`config.mk`:
```
export PLATFORM = sky130hd
export DESIGN_NAME = expr_char_class
export DESIGN_NICKNAME = d
export VERILOG_FILES = /design/src/rtl/expr_pkg.sv /design/src/rtl/expr_char_class.sv
export SDC_FILE = /design/constraint.sdc
export NUM_CORES = 1
export LEC_CHECK = 0
export CAP_MARGIN = 30
export CORE_AREA = 2 2 39 41
export DETAILED_ROUTE_END_ITERATION = 8
export DIE_AREA = 0 0 41 43
export PLACE_DENSITY = 0.37
export RECOVER_POWER = 25
export SETUP_SLACK_MARGIN = 0.5
export SLEW_MARGIN = 20
export SYNTH_ARGS = -nofsm -noshare
export SYNTH_HDL_FRONTEND = slang
export SYNTH_SLANG_ARGS = --single-unit
```
`constraint.sdc`:
```
create_clock -name vclk -period 0.9
set_input_delay 0.225 -clock vclk [all_inputs]
set_output_delay 0.225 -clock vclk [all_outputs]
set_load 0.01 [all_outputs]
```
`src/rtl/expr_pkg.sv`:
```
`default_nettype none
// ============================================================================
// Module   : expr_pkg
// Purpose  : Shared constants for the expression recognizer and evaluator.
//            - One-hot state encoding of the recognizer FSM.
//            - ASCII character constants.
//            - Character-class codes produced by expr_char_class.
// Revision : 1.0 - initial release
// ============================================================================
package expr_pkg;

    // One-hot recognizer states
    localparam int         STATE_W = 4;
    localparam logic [3:0] S_OPND  = 4'b0001;  // expecting an operand
    localparam logic [3:0] S_NUM   = 4'b0010;  // inside a number
    localparam logic [3:0] S_OPTR  = 4'b0100;  // expecting operator or ')'
    localparam logic [3:0] S_ERR   = 4'b1000;  // absorbing error

    // ASCII characters of interest
    localparam logic [7:0] C_ASCII_0     = 8'h30;
    localparam logic [7:0] C_ASCII_9     = 8'h39;
    localparam logic [7:0] C_ASCII_PLUS  = 8'h2B;
    localparam logic [7:0] C_ASCII_MINUS = 8'h2D;
    localparam logic [7:0] C_ASCII_STAR  = 8'h2A;
    localparam logic [7:0] C_ASCII_SLASH = 8'h2F;
    localparam logic [7:0] C_ASCII_LP    = 8'h28;
    localparam logic [7:0] C_ASCII_RP    = 8'h29;
    localparam logic [7:0] C_ASCII_SP    = 8'h20;

    // Character classes
    localparam int         CLS_W   = 3;
    localparam logic [2:0] C_DIGIT = 3'd0;
    localparam logic [2:0] C_OP    = 3'd1;
    localparam logic [2:0] C_LP    = 3'd2;
    localparam logic [2:0] C_RP    = 3'd3;
    localparam logic [2:0] C_SP    = 3'd4;
    localparam logic [2:0] C_OTHER = 3'd5;

endpackage : expr_pkg
`default_nettype wire

```
`src/rtl/expr_char_class.sv`:
```
`default_nettype none
// ============================================================================
// Module   : expr_char_class
// Purpose  : Purely combinational ASCII -> character-class mapper.
// Ports    : i_char [7:0]       - ASCII character
//            o_cls  [CLS_W-1:0] - class code (C_DIGIT/C_OP/C_LP/C_RP/C_SP/C_OTHER)
// Params   : ALLOW_SPACE - when 0, a space maps to C_OTHER
// Revision : 1.0 - initial release
// ============================================================================
module expr_char_class
    import expr_pkg::*;
#(
    parameter bit ALLOW_SPACE = 1'b1
) (
    input  logic [7:0]       i_char,
    output logic [CLS_W-1:0] o_cls
);

    always_comb begin
        o_cls = C_OTHER;
        if ((i_char >= C_ASCII_0) && (i_char <= C_ASCII_9)) begin
            o_cls = C_DIGIT;
        end else if ((i_char == C_ASCII_PLUS) || (i_char == C_ASCII_MINUS) ||
                     (i_char == C_ASCII_STAR) || (i_char == C_ASCII_SLASH)) begin
            o_cls = C_OP;
        end else if (i_char == C_ASCII_LP) begin
            o_cls = C_LP;
        end else if (i_char == C_ASCII_RP) begin
            o_cls = C_RP;
        end else if (ALLOW_SPACE && (i_char == C_ASCII_SP)) begin
            o_cls = C_SP;
        end
    end

endmodule : expr_char_class
`default_nettype wire

```
Word-level counts from Yosys, hierarchy flattened
Cells that the tools add are included.
{ "classes": {"magnitude_cmp": 2, "n_eq_ne": 7, "muxes": 5, "n_reduce_logical": 4} }
{ "op_table": {"columns": ["op", "count"], "rows": [
  ["$eq A8 B6 Y1 const B", 7],
  ["$mux W3", 4],
  ["$ge A8 B6 Y1 const B", 1],
  ["$le A8 B6 Y1 const B", 1],
  ["$logic_or A1 B1 Y1", 3],
  ["$logic_and A1 B1 Y1", 1],
  ["$mux W1", 1]
]} }
{ "totals": {"in_bits": 8, "out_inout_bits": 3, "elab_cells": 18, "regBits": 0} }

Logic depth before layout (Yosys ltp)
Gate-level depths: netlist of the first run.
{ "logic_depth": {"depth_word": 6, "ltp_mapped": 3, "mapped_depth_nobuf": 3} }

Worst setup path before layout of the first run
No wires, ideal clock.
{ "synth_timing": {"path_type": "input-to-output", "startpoint": "input i_char[0]", "endpoint": "output o_cls[2]", "path_stages": 3, "t_arrival_ns": 0.714, "required_ns": 0.675, "path_buffers": 0, "slack_ns": -0.039, "cell_sequence": "nor2b_1 o21a_1 o21ai_1"} }
{ "synth_via": {"elab_chain_cells": 6, "word_cells_on_any_way": 16, "classes_between": "order compare (2); eq/ne (6); mux (4); reduce/logical (4)"} }
{ "synth_rtl": {"columns": ["element", "line", "source"], "rows": [
  ["start, declared", "expr_char_class.sv:15", "input logic [7:0] i_char,"],
  ["parallel branches: the longest is 5 deep, another holds $ge A8 B6 Y1", null, null],
  ["$mux W3 (*)", "expr_char_class.sv:21", "if ((i_char >= C_ASCII_0) && (i_char <= C_ASCII_9)) begin"],
  ["end, declared", "expr_char_class.sv:16", "output logic [CLS_W-1:0] o_cls"]
]} }
Mark *: on every way between the ends.

Final worst setup path of the first run
Same ends and word-level chain as after synthesis.

==> impl_metrics.env, run 1 <==
export IMPL_netSwitchingFraction_pct=38.6
export IMPL_initial_core_util_pct=4.79
export IMPL_die_area_um2=1760
export IMPL_ys_types=8
export IMPL_design_seq_count=0
export IMPL_placeableCoreArea_um2=1380
export IMPL_drive_gt1_share_pct=78.3
export IMPL_cp_data_required_time_ns=0.67
export IMPL_fp_dieH_um=43
export IMPL_synth_compound_area_share_pct=34.0
export IMPL_gp_congestion=0.569
export IMPL_cp_arrival_ns=0.86
export IMPL_vias=133
export IMPL_antenna_found_initial=0
export IMPL_crit_type="primary input to output pin"
export IMPL_finalHoldViolations=0
export IMPL_globalRouteTotalUtil_pct=4.80
export IMPL_cp_max_fo=2
export IMPL_yosysWarnings=0
export IMPL_syn_area_um2=66.3
export IMPL_synthAdderAreaFrac_pct=0
export IMPL_hold_worst_slack_ns=0.827
export IMPL_sequentialPowerShare_pct=0
export IMPL_switchingPower_mw=0.0284
export IMPL_p_clk_share_pct=0
export IMPL_grt_pass1_vias=149
export IMPL_drc=0
export IMPL_num_rows=14
export IMPL_fp_dieW_um=41
export IMPL_rsz0062_at_grt="true"
export IMPL_grt_pass1_wl_um=621
export IMPL_area_growth_pct=219
export IMPL_synth_simple_gate_area_share_pct=66.0
export IMPL_timing_fmax_mhz=921
export IMPL_hold_buffers=0
export IMPL_status="finished with violations"
export IMPL_port_buffers=11
export IMPL_ys_seq_area_share_pct=0
export IMPL_synthMuxAreaShare_pct=0
export IMPL_finalCritPeriodShare_pct=121
export IMPL_violations="negative setup slack"
export IMPL_tightest_slew_ns=0.154
export IMPL_holdCritPathClass="primary input to output pin"
export IMPL_power_total_mw=0.0735
export IMPL_fillerInstances=164
export IMPL_synth_xor_area_share_pct=0
export IMPL_regArea_um2=0
export IMPL_drv_cap=0
export IMPL_p_leak_nw=0.0924
export IMPL_via_per_inst=3.41
export IMPL_cp_start_kind="primary input"
export IMPL_synth_top_family_by_area="simple AND/OR/NAND/NOR gates"
export IMPL_internal_power_mw=0.0451
export IMPL_nNetsFinal=33
export IMPL_firstDrtPassIters=1
export IMPL_end_kind="output pin"
export IMPL_nClkBuffers=0
export IMPL_setup_violations=3
export IMPL_setup_ws_ns=-0.185
export IMPL_layout_min_cycle_time_ns=1.09
export IMPL_maxSlewHeadroom_pct=89.7
export IMPL_drv_slew=0
export IMPL_grt_max_degree=5
export IMPL_synthCells=10
export IMPL_multi_input_area_um2=95.1
export IMPL_ant_nets=0
export IMPL_combPwrFrac_pct=100.0
export IMPL_ios=11
export IMPL_first_iter_violations=0
export IMPL_ir_worst_vdd_mv=0.0904
export IMPL_syn_area_per_cell_um2=6.63
export IMPL_syn_num_nets=18
export IMPL_overflow=0
export IMPL_drt_total_wl_um=353
export IMPL_pwr_density_cell_nw_per_um2=348
export IMPL_antenna_cells=0
export IMPL_wl_per_cell_um=9.05
critical path, stage by stage:
cell	delay [ns]
buf_6	0.09
nor2b_4	0.12
o21a_1	0.19
o21ai_2	0.10
buf_2	0.14
path summary, 6_finish.rpt:
path,start,to,slack (ns),cells after the start
worst min-delay path,i_char[1],o_cls[0],0.83,4
worst max-delay path,i_char[0],o_cls[2],-0.19,5
timing repair:
item	CTS	global route
endpoints found under the hold margin	0	0
pin swaps	5	2
gates resized for setup	46	0
endpoints found under the setup margin	3	3
setup buffers	0	0
layout by cell type, fill, tap and decap left out, types with 2 or more instances in the layout:
master   n
buf_2    6
buf_6    3
buf_4    3
o21ai_2  2
cell usage after synthesis:
| cell type | count | area share [%] |
|---|---|---|
| nor2_1 | 1 | 5.7 |
| a21oi_1 | 1 | 7.5 |
| nor3_1 | 1 | 7.5 |
| nor2b_1 | 2 | 19 |
| nor3b_2 | 1 | 19 |
| and4b_1 | 1 | 15 |
| o21a_1 | 1 | 11 |
| o21ai_1 | 2 | 15 |
layout make-up:
type                            count  share of cell area [%]
Timing Repair Buffer               13                    45.6
Multi-Input combinational cell     10                    45.0
Tap cell                           16                    9.47
power by group through the flow:
stage               clock [mW]  sequential, mW  combinational (mW)
detailed placement           0               0              0.0821
global placement             0               0              0.0792
CTS                          0               0              0.0753
global route                 0               0              0.0813
floorplan                    0               0              0.0238
finish                       0               0              0.0735
kinds of logic after synthesis:
group	Yosys count
simple gates	6
compound gates	4
per-layer routing:
layer / GRT usage, % / vias up / share of wire (%)
met4: 0 / 0 / 0
li1: - / 64 / -
met3: 1.05 / 0 / 21
met1: 7.59 / 58 / 42
met5: 0 / - / 0
met2: 6.88 / 11 / 37
through the flow:
| stage | instance area [µm²] | TNS (ns) | util [%] | setup slack [ns] | instances |
|---|---|---|---|---|---|
| 2_1_floorplan | 88.8 | -0.0128 | - | -0.0128 | 10 |
| 3_3_place_gp | 234 | -2.88 | 16.9 | -1.02 | 39 |
| 3_5_place_dp | 234 | -2.97 | 16.9 | -1.05 | 39 |
| 4_1_cts | 211 | -0.536 | 15.3 | -0.207 | 39 |
| 5_1_grt | 211 | -0.658 | 15.3 | -0.228 | 39 |
| 6_report | 211 | -0.494 | 15.3 | -0.185 | 39 |
No activity file was read; power rests on OpenSTA's default activity.
==> run 2: changes to the inputs <==
- RECOVER_POWER: 25 -> default
==> results of run 2 <==
Final layout, timing and power as in run 1 (identical DEF).
